==> src/rtl/seg_mux_capture.sv <==
// Receive side of a 4-digit multiplexed 7-segment bus: glitch-filtered capture, hex decode, staleness tracking.
// Optional build macro BLANK_DETECT_EN adds a per-digit Blank output for all-off captures.
module seg_mux_capture #(
    parameter int unsigned SETTLE_CYCLES  = 1000,
    parameter int unsigned TIMEOUT_CYCLES = 2000000,
    parameter int unsigned TIMEOUT_W      = 22
) (
    input  logic        Clock,
    input  logic        Reset,
    input  logic [3:0]  AnodeN,
    input  logic [6:0]  SegBus,
    output logic [27:0] Segs,
    output logic [15:0] Hex,
    output logic [3:0]  HexValid,
    output logic [3:0]  Stale,
`ifdef BLANK_DETECT_EN
    output logic [3:0]  Blank,
`endif
    output logic [3:0]  Updated
);

    localparam int unsigned NUM_DIGITS = 4;
    localparam int unsigned SEG_W      = 7;
    localparam int unsigned NIB_W      = 4;
    localparam int unsigned CNT_W      = 16;
    localparam int unsigned IDX_W      = 2;

    // Counter value one step before the capture edge.
    localparam logic [CNT_W-1:0]     SETTLE_PRE = CNT_W'(SETTLE_CYCLES - 2);
    localparam logic [TIMEOUT_W-1:0] AGE_MAX    = TIMEOUT_W'(TIMEOUT_CYCLES);

    typedef enum logic [1:0] {
        ST_IDLE     = 2'd0,
        ST_SETTLING = 2'd1,
        ST_CAPTURED = 2'd2
    } state_e;

    function automatic logic an_is_onehot(input logic [3:0] an);
        return (an == 4'b1110) || (an == 4'b1101) || (an == 4'b1011) || (an == 4'b0111);
    endfunction

    function automatic logic [IDX_W-1:0] an_index(input logic [3:0] an);
        logic [IDX_W-1:0] idx;
        case (an)
            4'b1101: idx = 2'd1;
            4'b1011: idx = 2'd2;
            4'b0111: idx = 2'd3;
            default: idx = 2'd0;
        endcase
        return idx;
    endfunction

    // Returns {legal, nibble}; illegal patterns decode to 0.
    function automatic logic [NIB_W:0] decode_glyph(input logic [SEG_W-1:0] s);
        logic [NIB_W:0] r;
        case (s)
            7'b0000001: r = {1'b1, 4'h0};
            7'b1001111: r = {1'b1, 4'h1};
            7'b0010010: r = {1'b1, 4'h2};
            7'b0000110: r = {1'b1, 4'h3};
            7'b1001100: r = {1'b1, 4'h4};
            7'b0100100: r = {1'b1, 4'h5};
            7'b0100000: r = {1'b1, 4'h6};
            7'b0001111: r = {1'b1, 4'h7};
            7'b0000000: r = {1'b1, 4'h8};
            7'b0000100: r = {1'b1, 4'h9};
            7'b0001000: r = {1'b1, 4'hA};
            7'b1100000: r = {1'b1, 4'hB};
            7'b0110001: r = {1'b1, 4'hC};
            7'b1000010: r = {1'b1, 4'hD};
            7'b0110000: r = {1'b1, 4'hE};
            7'b0111000: r = {1'b1, 4'hF};
            default:    r = {1'b0, 4'h0};
        endcase
        return r;
    endfunction

    logic [3:0]       an_q, an_d, an_prev_q, an_prev_d;
    logic [SEG_W-1:0] seg_q, seg_d, seg_prev_q, seg_prev_d;
    state_e           state_q, state_d;
    logic [IDX_W-1:0] idx_q, idx_d;
    logic [CNT_W-1:0] cnt_q, cnt_d;
    logic             capture;

    logic             an_onehot, an_chg, seg_chg;
    logic [IDX_W-1:0] an_idx;

    assign an_onehot = an_is_onehot(an_q);
    assign an_idx    = an_index(an_q);
    assign an_chg    = (an_q != an_prev_q);
    assign seg_chg   = (seg_q != seg_prev_q);

    // Input register plus one-deep history for change detection.
    always_comb begin
        an_d       = AnodeN;
        seg_d      = SegBus;
        an_prev_d  = an_q;
        seg_prev_d = seg_q;
    end

    always_ff @(posedge Clock) begin
        if (Reset) begin
            an_q       <= '1;
            seg_q      <= '1;
            an_prev_q  <= '1;
            seg_prev_q <= '1;
            state_q    <= ST_IDLE;
            idx_q      <= '0;
            cnt_q      <= '0;
        end else begin
            an_q       <= an_d;
            seg_q      <= seg_d;
            an_prev_q  <= an_prev_d;
            seg_prev_q <= seg_prev_d;
            state_q    <= state_d;
            idx_q      <= idx_d;
            cnt_q      <= cnt_d;
        end
    end

    // Settle FSM: an anode change always restarts; a segment change restarts the same digit.
    always_comb begin
        state_d = state_q;
        idx_d   = idx_q;
        cnt_d   = cnt_q;
        capture = 1'b0;
        case (state_q)
            ST_IDLE: begin
                if (an_onehot) begin
                    state_d = ST_SETTLING;
                    idx_d   = an_idx;
                    cnt_d   = '0;
                end
            end
            ST_SETTLING: begin
                if (an_chg) begin
                    cnt_d = '0;
                    if (an_onehot) begin
                        state_d = ST_SETTLING;
                        idx_d   = an_idx;
                    end else begin
                        state_d = ST_IDLE;
                    end
                end else if (seg_chg) begin
                    cnt_d = '0;
                end else if (cnt_q == SETTLE_PRE) begin
                    cnt_d   = cnt_q + CNT_W'(1);
                    capture = 1'b1;
                    state_d = ST_CAPTURED;
                end else begin
                    cnt_d = cnt_q + CNT_W'(1);
                end
            end
            ST_CAPTURED: begin
                if (an_chg) begin
                    cnt_d = '0;
                    if (an_onehot) begin
                        state_d = ST_SETTLING;
                        idx_d   = an_idx;
                    end else begin
                        state_d = ST_IDLE;
                    end
                end else if (seg_chg) begin
                    state_d = ST_SETTLING;
                    cnt_d   = '0;
                end
            end
            default: begin
                state_d = ST_IDLE;
                cnt_d   = '0;
            end
        endcase
    end

    logic [27:0]          segs_q, segs_d;
    logic [15:0]          hex_q, hex_d;
    logic [3:0]           hv_q, hv_d;
    logic [3:0]           stale_q, stale_d;
    logic [3:0]           upd_q, upd_d;
    logic [TIMEOUT_W-1:0] age_q [NUM_DIGITS];
    logic [TIMEOUT_W-1:0] age_d [NUM_DIGITS];
    logic [3:0]           cap_sel;
    logic [NIB_W:0]       glyph;
`ifdef BLANK_DETECT_EN
    logic [3:0]           blank_q, blank_d;
`endif

    assign cap_sel = capture ? (4'b0001 << idx_q) : 4'b0000;
    assign glyph   = decode_glyph(seg_q);

    // Per-digit capture and aging; a capture takes precedence over a same-cycle timeout.
    always_comb begin
        segs_d  = segs_q;
        hex_d   = hex_q;
        hv_d    = hv_q;
        stale_d = stale_q;
        upd_d   = '0;
`ifdef BLANK_DETECT_EN
        blank_d = blank_q;
`endif
        for (int i = 0; i < NUM_DIGITS; i++) begin
            age_d[i] = age_q[i];
            if (cap_sel[i]) begin
                segs_d[SEG_W*i +: SEG_W] = seg_q;
                hex_d[NIB_W*i +: NIB_W]  = glyph[NIB_W-1:0];
                hv_d[i]                  = glyph[NIB_W];
                stale_d[i]               = 1'b0;
                age_d[i]                 = '0;
                upd_d[i]                 = 1'b1;
`ifdef BLANK_DETECT_EN
                blank_d[i]               = (seg_q == 7'h7F);
`endif
            end else begin
                if (age_q[i] != AGE_MAX) begin
                    age_d[i] = age_q[i] + TIMEOUT_W'(1);
                end
                if (age_d[i] == AGE_MAX) begin
                    stale_d[i] = 1'b1;
                    hv_d[i]    = 1'b0;
                end
            end
        end
    end

    always_ff @(posedge Clock) begin
        if (Reset) begin
            segs_q  <= '1;
            hex_q   <= '0;
            hv_q    <= '0;
            stale_q <= '1;
            upd_q   <= '0;
`ifdef BLANK_DETECT_EN
            blank_q <= '0;
`endif
            for (int i = 0; i < NUM_DIGITS; i++) begin
                age_q[i] <= '0;
            end
        end else begin
            segs_q  <= segs_d;
            hex_q   <= hex_d;
            hv_q    <= hv_d;
            stale_q <= stale_d;
            upd_q   <= upd_d;
`ifdef BLANK_DETECT_EN
            blank_q <= blank_d;
`endif
            for (int i = 0; i < NUM_DIGITS; i++) begin
                age_q[i] <= age_d[i];
            end
        end
    end

    assign Segs     = segs_q;
    assign Hex      = hex_q;
    assign HexValid = hv_q;
    assign Stale    = stale_q;
    assign Updated  = upd_q;
`ifdef BLANK_DETECT_EN
    assign Blank    = blank_q;
`endif

endmodule

==> config.mk <==
export PLATFORM = sky130hd
export DESIGN_NAME = seg_mux_capture
export DESIGN_NICKNAME = d
export VERILOG_FILES = /design/src/rtl/seg_mux_capture.sv
export SDC_FILE = /design/constraint.sdc
export NUM_CORES = 1
export LEC_CHECK = 0
export CORE_MARGIN = 4
export CORE_UTILIZATION = 53
export DETAILED_ROUTE_END_ITERATION = 16
export PLACE_DENSITY_LB_ADDON = 0.12
export SLEW_MARGIN = 20
export SYNTH_ARGS = -nofsm -noshare
export SYNTH_HDL_FRONTEND = slang
export SYNTH_SLANG_ARGS = --single-unit
==> constraint.sdc <==
create_clock -name Clock -period 2.4 [get_ports Clock]
set_input_delay 0.24 -clock Clock [delete_from_list [all_inputs] [get_ports Clock]]
set_output_delay 0.24 -clock Clock [all_outputs]
set_load 0.02 [all_outputs]
==> metrics.md <==
| Metric | Value |
|---|---|
| Status | `finished with violations` |
| Failing checks | `negative setup slack` |
| Sink Count | `186` |
| RSZ-0062 raised after global routing | `yes` |
| Worst skew pair latency | `between 0.4 and 0.5 ns` |
| DR DRC count | `0` |
| Sequential fraction of the synthesis area | `41.58%` |
| Mapped Cells | `~1000` |
| Routed len/inst | `15.02 µm` |
| Slew Limit Fails | `0` |
| Pwr dens | `~570 nW/µm²` |
| Seq pwr share | `49.1%` |
| Most instantiated library cell after synthesis | `dfxtp_1` |
| HPWL Detailed | `around 15 mm` |
| Critical Path Fanout Max | `5` |
| Async S/R FF share, synth | `0%` |
| Overall power | `~6500 µW` |
| LEAKAGE | `~0.0043 µW` |
| Synth Warn # | `0` |
| Relative slew slack | `between 60% and 70%` |
| Syn avg cell area | `between 8 and 9 µm²` |
| Vias | `7680` |
| Number of synthesized flops with an enable pin | `0` |
| # diodes | `0` |
| Final Net Count | `1205` |
| DR pass1 iterations | `6` |
| Worst VDD drop | `0.7363 mV` |
| Tmin final | `2.460 ns` |
| WP data required | `between 2 and 3 ns` |
| Sw Ratio | `about a quarter` |
| Core area | `about 17000 µm²` |
| RePlAce Congestion | `between 0.8 and 0.9` |
| Final count of hold timing violations | `0` |
| Main synth FF type | `dfxtp_1` |
| Clock transition at path regs | `0.07 ns` |
| Vias in the first global route | `7042` |
| Commonest cells in the netlist | `186 x dfxtp_1, 145 x nor2_1, 81 x nand2_1, 69 x xor2_1, 53 x nand3_1` |
| Clock power frac | `a little over two fifths` |
| Synth top area cells | `dfxtp_1 42%, xor2_1 6.7%, nor2_1 6.1%` |
| Peak Freq | `roughly 0.4 GHz` |
| Comb pwr share | `between 7 and 8%` |
| Total GRT Usage | `around 22%` |
| Die Ht | `~140 µm` |
| First-pass GRT wire length | `34.06 mm` |
| CP Capture Type | `register` |
| P_sw | `between 1500 and 2000 µW` |
| Post-route design area | `~11000 µm²` |
| CP Data Arrival Time | `between 2 and 3 ns` |
| Crit start category | `register` |
| Root buf cell | `clkbuf_16` |
| Internal Pwr Total | `between 4000 and 5000 µW` |
| Port buffer count | `between 60 and 70` |
| Setup WS pre-CTS | `-0.1650 ns` |
| Antenna Violating Nets Remaining | `0` |
| Starting Density | `54.01%` |
| Critical path class | `reg -> reg` |
| CTS buffer count | `17` |
| Worst clock skew | `between 0.01 and 0.015 ns` |
| Register bit total from synthesis | `between 150 and 200` |
| Largest net degree at the start of global routing | `38` |
| Hold WC Path Type | `in -> reg` |
| Non-Filler Instances | `1411` |
| Initial antenna violation count | `0` |
| Die footprint | `19040 µm²` |
| # IOs | `between 60 and 70` |
| Routed WL | `between 20 and 25 mm` |
| Max Buffers Root-to-Sink | `2` |
| Vias per cell | `approximately 5.4` |
| Die W | `about 140 µm` |
| Std cell rows | `47` |
| H-tree Lvls | `4` |
| Starting DRT DRC Count | `around 370` |
| Cell Count Post-Placement | `1369` |
| Yosys top cell by area | `dfxtp_1` |
| Count of different cell masters after synthesis | `65` |
| Setup-failing EPs final | `4` |
| Area Growth Syn to Fin | `27.33%` |
| Post-route setup slack | `-0.05982 ns` |
| Layout cells sized above 1 | `slightly below 20%` |
| Area after DPL | `10540 µm²` |
| GRT overflow | `0` |
| CTS tree | `built` |
| Final Cycle Share | `102.5%` |
| Synthesized Nets | `roughly 1100` |
| Share of the synthesized area in the top cell type | `41.58%` |
| Worst Tran Pin Value | `around 0.56 ns` |
| Synth Cell Area | `approximately 9000 µm²` |
| Maxcap violations | `0` |
what timing repair did:
| action | 4_1_cts | 5_1_grt |
|---|---|---|
| pin swaps | 2 | 18 |
| cloned | 0 | 0 |
| resized for setup | 22 | 32 |
| setup buffers | 3 | 8 |
| setup endpoints to repair | 6 | 117 |
| hold buffers | 0 | 0 |
power groups by stage:
stage	Combinational [µW]	Sequential [µW]	Clock, µW
6_report	470	3190	2840
5_1_grt	524	3200	3010
4_1_cts	455	3190	2900
3_5_place_dp	445	3260	0
3_3_place_gp	444	3250	0
2_1_floorplan	296	3230	0
routing by layer:
metal  routed length, µm  GRT usage [%]
met1                9859          29.85
met2               10010          37.09
met3                1011          4.173
met4                 323          6.092
met5                   0              0
final cells by class:
cell class,count,area [µm²]
multi-input cells,767,5076
flip-flops and latches,186,3749
repair buffers,186,1637
clock buffers,18,429.2
well taps,220,275.3
fillers,1352,5180
clock inverters,14,162.7
inverters,20,75.07
flip-flops by register name, summed over array words and instances (netlist names), 7 cells and up:
| signal | flops |
|---|---|
| cnt_q | 16 |
| Hex | 16 |
| seg_prev_q | 7 |
| seg_prev_d | 7 |
| Segs | 28 |
| age_q | 88 |
layout by cell type, fill, tap and decap left out, types with 10 or more instances in the layout:
master,n
nor3_1,20
o21ai_0,22
dfxtp_2,11
nand3_1,52
nor4_1,11
ha_1,10
dfxtp_1,172
or3_1,10
nor2b_1,15
xor2_1,68
o22a_1,28
a22o_1,14
nand4_1,22
nand2_1,79
nor2_1,144
inv_1,20
buf_4,111
or2_2,25
and3_1,15
clkdlybuf4s50_1,68
and2_1,13
xnor2_1,49
clkbuf_16,17
a21oi_1,24
and4_1,12
path summary, 6_finish.rpt:
kind         slack, ns           end    startpoint  depth (start not counted)
min reg2reg       0.46       Hex[10]       Hex[10]                          2
max reg2reg      -0.06      Stale[3]  age_q[3][18]                          7
min               0.36  an_prev_d[3]     AnodeN[3]                          2
max              -0.06      Stale[3]  age_q[3][18]                          7
per-stage QoR:
| stage | utilization [%] | TNS, ns | hold slack, ns |
|---|---|---|---|
| 6_report | 68.76 | -0.1474 | 0.3602 |
| 3_5_place_dp | 63.57 | -0.4231 | 0.4506 |
| 2_1_floorplan | - | 0 | 0.3438 |
| 4_1_cts | 67.70 | 0 | 0.3486 |
| 3_3_place_gp | 63.57 | -0.2325 | 0.4589 |
| 5_1_grt | 68.76 | -0.7814 | 0.3496 |
cell families after synthesis:
group | share of synthesized area (%)
multiplexers | 1.257
flip-flops | 41.58
AND/OR/NAND/NOR | 29.20
AO/OA/AOI/OAI | 10.88
XOR/XNOR | 11.54
adder cells (fa/ha/maj) | 1.956
buffers and inverters | 3.590
worst max-delay path: stages, from the launching register on:
cell,delay [ns]
dfxtp_1,0.38
nor4b_1,0.47
nand4_1,0.23
nor3_2,0.21
mux2i_1,0.10
or4_4,0.53
nor4_4,0.30
o31a_1,0.18
No activity file was read; power rests on OpenSTA's default activity.
